<file path="config.mk">
export PLATFORM = sky130hd
export DESIGN_NAME = pc_redirect_ctrl
export DESIGN_NICKNAME = d
export VERILOG_FILES = /design/src/rtl/pc_redirect_ctrl.sv
export SDC_FILE = /design/constraint.sdc
export NUM_CORES = 1
export LEC_CHECK = 0
export BUFFER_PORTS_ARGS = -buffer_cell sky130_fd_sc_hd__buf_4
export CAP_MARGIN = 25
export CORE_MARGIN = 3
export CORE_UTILIZATION = 44
export DETAILED_ROUTE_END_ITERATION = 16
export PLACE_DENSITY = 0.85
export SYNTH_ARGS = -nofsm -noshare
export SYNTH_HDL_FRONTEND = slang
export SYNTH_SLANG_ARGS = --single-unit
</file>
<file path="constraint.sdc">
create_clock -name clk -period 1.7 [get_ports clk]
set_input_delay 0.085 -clock clk [delete_from_list [all_inputs] [get_ports clk]]
set_output_delay 0.085 -clock clk [all_outputs]
set_load 0.01 [all_outputs]
</file>
<file path="src/rtl/pc_redirect_ctrl.sv">
// MEM-stage control-flow redirect: turns resolved branch/JAL/JALR into
// next-PC selector controls, flushes wrong-path stages, replays stalled redirects.
module pc_redirect_ctrl #(
    parameter int CNT_W = 16
) (
    input  logic             clk,
    input  logic             rst,
    input  logic             mem_valid,
    input  logic             mem_br,
    input  logic             mem_br_taken,
    input  logic             mem_jal,
    input  logic             mem_jalr,
    input  logic [31:0]      mem_pc,
    input  logic [31:0]      mem_imm,
    input  logic [31:0]      mem_alu,
    input  logic             pc_stall,
    output logic [2:0]       npc_op,
    output logic [31:0]      npc_pc,
    output logic [31:0]      npc_imm,
    output logic [31:0]      npc_base,
    output logic             j_fetch,
    output logic             flush_if_id,
    output logic             flush_id_ex,
    output logic             flush_ex_mem,
    output logic             pending,
    output logic [CNT_W-1:0] redirect_cnt
);

    localparam logic [2:0] OP_PLUS4  = 3'b000;
    localparam logic [2:0] OP_BRANCH = 3'b001;
    localparam logic [2:0] OP_JUMP   = 3'b010;
    localparam logic [2:0] OP_JALR   = 3'b100;

    typedef enum logic {
        IDLE,
        PENDING
    } state_t;

    typedef struct packed {
        logic [2:0]  op;
        logic [31:0] pc;
        logic [31:0] imm;
        logic [31:0] base;
    } redir_t;

    state_t            state;
    redir_t            rbuf;
    logic              req;
    logic [2:0]        req_op;
    logic              apply;
    logic              capture;
    logic              flush;
    logic [CNT_W-1:0]  cnt_q;

    assign req = mem_valid & (mem_jalr | mem_jal | (mem_br & mem_br_taken));

    // Illegal multi-hot type bits still resolve deterministically
    always_comb begin
        req_op = OP_BRANCH;
        priority case (1'b1)
            mem_jalr: req_op = OP_JALR;
            mem_jal:  req_op = OP_JUMP;
            default:  req_op = OP_BRANCH;
        endcase
    end

    always_comb begin
        npc_op   = OP_PLUS4;
        npc_pc   = mem_pc;
        npc_imm  = mem_imm;
        npc_base = mem_alu;
        j_fetch  = pc_stall;
        flush    = 1'b0;
        apply    = 1'b0;
        capture  = 1'b0;
        unique case (state)
            IDLE: begin
                if (req) begin
                    flush = 1'b1;
                    if (pc_stall) begin
                        j_fetch = 1'b1;
                        capture = 1'b1;
                    end else begin
                        npc_op  = req_op;
                        j_fetch = 1'b0;
                        apply   = 1'b1;
                    end
                end
            end
            PENDING: begin
                // MEM contents are wrong-path here; only the buffer matters
                flush    = 1'b1;
                npc_pc   = rbuf.pc;
                npc_imm  = rbuf.imm;
                npc_base = rbuf.base;
                if (pc_stall) begin
                    j_fetch = 1'b1;
                end else begin
                    npc_op  = rbuf.op;
                    j_fetch = 1'b0;
                    apply   = 1'b1;
                end
            end
            default: ;
        endcase
    end

    assign flush_if_id  = flush;
    assign flush_id_ex  = flush;
    assign flush_ex_mem = flush;
    assign redirect_cnt = cnt_q;

    always_ff @(posedge clk) begin
        if (rst) begin
            state   <= IDLE;
            rbuf    <= '0;
            cnt_q   <= '0;
            pending <= 1'b0;
        end else begin
            if (apply && (cnt_q != {CNT_W{1'b1}})) begin
                cnt_q <= cnt_q + 1'b1;
            end
            unique case (state)
                IDLE: begin
                    if (capture) begin
                        rbuf.op   <= req_op;
                        rbuf.pc   <= mem_pc;
                        rbuf.imm  <= mem_imm;
                        rbuf.base <= mem_alu;
                        state     <= PENDING;
                        pending   <= 1'b1;
                    end
                end
                PENDING: begin
                    if (apply) begin
                        state   <= IDLE;
                        pending <= 1'b0;
                    end
                end
                default: begin
                    state   <= IDLE;
                    pending <= 1'b0;
                end
            endcase
        end
    end

endmodule

</file>
Yosys cells after proc, flatten, opt, wreduce, memory -nomap -nowiden
Index checks and enable logic that the tools add are counted.
Widths: inputs -> output; s select.
{"block": "classes", "order_cmp": 0, "shift": 0, "n_reduce_logical": 3, "eq_ne": 3, "div_mod_pow": 0, "add_sub_neg": 1, "mul": 0, "bitwise_logic": 5, "muxes": 25}
{"op": "$mux 32", "count": 3}
{"op": "$add 16x1->16 const B", "count": 1}
{"op": "$ne 16x16->1 const B", "count": 1}
{"op": "$mux 3", "count": 4}
{"op": "$mux 1", "count": 11}
{"op": "$pmux 1 s2", "count": 5}
{"op": "$pmux 3 s2", "count": 1}
{"op": "$reduce_and 2->1", "count": 2}
{"op": "$and 1x1->1", "count": 2}
{"op": "$mux 2", "count": 1}
{"op": "$ne 2x1->1 const B", "count": 1}
{"op": "$ne 2x2->1 const B", "count": 1}
{"op": "$or 1x1->1", "count": 2}
{"op": "$logic_and 1x1->1", "count": 1}
{"op": "$not 1->1", "count": 1}
{"block": "word_totals", "mem_count": 0, "output_inout_bits": 120, "mem_bits_ro": 0, "ramBits": 0, "latch_bits": 0, "regBits": 117, "inputBits": 104}

Longest topological paths before layout
{"block": "logic_depth", "depth_word": 7, "ltp_mapped": 6}

Worst setup path before layout
Ideal clock, no wire load.
{"block": "synth_timing", "path_kind": "register to register", "from": "reg cnt_q[0] (netlist: redirect_cnt[0])", "to": "reg cnt_q[11] (netlist: redirect_cnt[11])", "slack_ps": -99, "required_ps": 1579, "setup_time_ps": 121, "t_arrival_ps": 1678, "synth_period_minus_slack_ps": 1799, "path_stages_with_launch": 6, "cell_sequence": "dfxtp_1 ha_1 and3_1 and3_1 a2111oi_0 mux2_2"}
{"block": "synth_via", "elab_chain_len": 2}
{"element": "start, declared", "line": "53", "rtl": "logic [CNT_W-1:0] cnt_q;"}
{"element": "start signal, assigned", "line": "121", "rtl": "cnt_q <= cnt_q + 1'b1;"}
{"element": "branches (longest 2 deep; another with $add 16x1->16)"}
Several ways; the timed one is not identified.
A chain may end at the register's enable or synchronous reset.

Final worst setup path
{"block": "layout_timing", "from": "reg state", "to": "reg rbuf[96] (netlist bit)"}
{"block": "layout_via", "elab_chain_len": 2}
{"element": "start, declared", "line": "46", "rtl": "state_t state;"}
{"element": "start signal, assigned", "line": "115", "rtl": "state <= IDLE;"}
{"element": "start signal, assigned", "line": "130", "rtl": "state <= PENDING;"}
{"element": "start signal, assigned", "line": "136", "rtl": "state <= IDLE;"}
{"element": "$mux 1 / $not 1->1 (equally long branches)"}
{"element": "$reduce_and 2->1 (no source line) *"}
{"element": "end, declared", "line": "47", "rtl": "redir_t rbuf;"}
Every way passes the cells marked *; elsewhere a longest branch is shown, timed or not.

==> results.cfg <==
[outcome]
run_status = finished, violations left
failed_checks = negative setup slack

[worst_setup_path]
worstSetupStartpointType = register
path_max_fanout = 9
arrival_ns = 2.16
cp_data_required_time_ns = 2.03
critPathCaptureType = register
crit_buf_inv = 1
path_delay_family = simple AND/OR/NAND/NOR gates
crit_path_top_delay_cell = sky130_fd_sc_hd__or4_4
path_cells = buf_8, or4_4, or3_1, a21oi_1
critical-path-max-stage-delay_ns = 0.69
worstSetupPathType = register to register

[drt]
final_antenna_net_count = 0
totalWireLength_um = 26100
drt_pre_antenna_iters = 6
remaining_drc_errors = 0
route.vias.total = 6808
detail_route.iter0.violations = 698
route.detailed.vias_per_inst = 5.69
wl_per_cell_um = 21.8

[floorplanning]
io_pins = 224
die_area_mm2 = 0.0141
starting_density_of_the_core = 0.459
rows = 40
floorplan.die.height_um = 119
die_width_um = 119
core_area_mm2 = 0.0122

[yosys]
synthesis.nets = 774
synth_cell_types = 33
synth_sequential_area_ratio = 0.418
leading_register_cell_type_out_of_synthesis = sky130_fd_sc_hd__dfxtp_1
async_flop_share = 0
yosysWarnings = 0
synthCells = 669
synth_enable_flop_cells = 0
ys_seq_elements = 117
cell_area_after_synthesis_mm2 = 0.00561
avgSynthCellArea_um2 = 8.38

[finish]
finish.utilization = 0.849
synthToLayoutAreaGrowth_pct = 85.0
finish.instance_area_mm2 = 0.0104
num-nets-final = 1120
most_common_library_cell_in_the_layout_ignoring_fill_and_taps = sky130_fd_sc_hd__buf_4
drive_gt1_frac = 0.450
commonest_cells_after_routing_fill_and_taps_aside = sky130_fd_sc_hd__buf_4 (209), sky130_fd_sc_hd__nand2_1 (184), sky130_fd_sc_hd__dfxtp_1 (114), sky130_fd_sc_hd__a21oi_1 (104), sky130_fd_sc_hd__dlygate4sd3_1 (98)

[sta]
final.setup.tns_ns = -4.87
min_period_over_period = 1.07
max_freq_ghz = 0.548
finalClockSkew_ns = 0.0109
slew-limit-headroom = 0.711
timing_worst_slew_pin_value_ns = 0.433
final_period_minus_worst_setup_slack_ns = 1.83
timing_max_transition_violations_final = 0
layout_setup_ws_ns = -0.126
grt_setup_unrepaired = yes
fin_worst_hold_slack_ns = 0.0852
finalSetupViolCount = 130
finalHoldViolCount = 0

[power]
overall_power_mw = 8.65
p_per_area_mw_per_mm2 = 834
leakage_nw = 4.36
vdd_ir_drop_max_mv = 0.694

[place]
gp_routability_congestion = 0.835
hpwl_um = 11100
dpl-instance-area_mm2 = 0.00760
quantity_of_i_o_buffers_inserted_on_ports = 223

[clock_network]
cts-buffers-inserted = 17
clock_slew_at_the_register_clock_pins_of_the_worst_setup_and_hold_paths_ns = 0.06
cts_buffer_depth = 2
worst_skew_pair.late_latency_ns = 0.42
cts.sink_count = 117
htree_levels = 4
cts.root.buffer_cell = sky130_fd_sc_hd__clkbuf_16
tritoncts = yes

[grt]
grt_util_all_layers = 0.279
initial_antenna_violation_count = 1
first_pass_grt_wire_length_um = 32200
grt_max_degree = 73
globalRoute.totalOverflow = 0
grt_pass1_vias = 6433

[run]
max-cap-violations = 0

[min_path]
timing.hold.worst.class = input pin to register
-- area by class of cell --
cell class                      instances  area [µm²]
Timing Repair Buffer                  380        3690
Clock buffer                           23         488
Tap cell                              168         210
Clock inverter                          9         148
Fill cell                             605        1840
Antenna cell                            1        2.50
Multi-Input combinational cell        494        3460
Inverter                                5        18.8
Sequential cell                       117        2350
-- registers in the layout (all words and copies together), names as in the netlist --
| register | flops |
|---|---|
| redirect_cnt | 16 |
| state | 1 |
| rbuf | 99 |
| pending | 1 |
-- worst paths after layout --
kind	startpoint	end	slack, ns	cells after the start
hold reg to reg	rbuf[14]	rbuf[14]	0.46	2
setup / recovery	state	rbuf[96]	-0.13	4
setup reg to reg	state	rbuf[96]	-0.13	4
hold / removal	pc_stall	state	0.09	3
-- per-layer routing --
| metal | GRT usage | part of all wire | up-vias |
|---|---|---|---|
| met5 | 0 | 0 | - |
| met2 | 0.509 | 0.51 | 440 |
| met3 | 0.0655 | 0.071 | 142 |
| li1 | - | - | 2998 |
| met1 | 0.301 | 0.35 | 3228 |
| met4 | 0.139 | 0.065 | 0 |
-- cell families after synthesis --
group,Yosys count,synth area share
buf+inv,58,0.0464
compound gates,127,0.119
fa+ha+maj,1,0.00223
simple gates,263,0.207
mux,103,0.207
flops,117,0.418
-- worst register-to-register path: stages (launching register included) --
cell and delay [ns]:
sky130_fd_sc_hd__dfxtp_4 0.39, sky130_fd_sc_hd__buf_8 0.15, sky130_fd_sc_hd__or4_4 0.69, sky130_fd_sc_hd__or3_1 0.36, sky130_fd_sc_hd__a21oi_1 0.17
-- stage by stage --
stage               instances  worst slack (ns)
floorplan                 669           0.00974
global placement         1039           -0.0180
detailed placement       1039            -0.103
CTS                      1174            -0.104
global route             1197            -0.162
finish                   1197            -0.126
-- what timing repair did --
action,in CTS,in global routing
endpoints found under the hold margin,99,0
buffers inserted,3,6
endpoints found under the setup margin,104,121
resized for setup,35,135
hold buffers,98,0
pin swaps,3,7
gates cloned,2,16
-- power by group --
part           leakage, nW  internal (mW)  switching (mW)
combinational         3.10           1.02           0.806
clock                0.313           2.60            1.29
sequential           0.954           2.85          0.0809
total                 4.36           6.47            2.17
-- cells in the mapped netlist (all sizes together) (2+ instances only) --
cell | instances | share of area
nor2 | 8 | 0.0054
buf | 25 | 0.024
o21ai | 3 | 0.0027
nor4 | 5 | 0.011
a21oi | 114 | 0.10
clkbuf | 28 | 0.019
or3 | 3 | 0.0033
mux2 | 103 | 0.21
and3 | 3 | 0.0033
inv | 5 | 0.0033
nor3 | 4 | 0.0036
nand3 | 9 | 0.0080
or4 | 8 | 0.011
and4 | 3 | 0.0047
nand2 | 201 | 0.13
dfxtp | 117 | 0.42
nand3b | 2 | 0.0027
nand2b | 3 | 0.0033
nor2b | 5 | 0.0056
o31ai | 7 | 0.0094
nand4 | 6 | 0.0067
No activity file was read; power rests on OpenSTA's default activity.
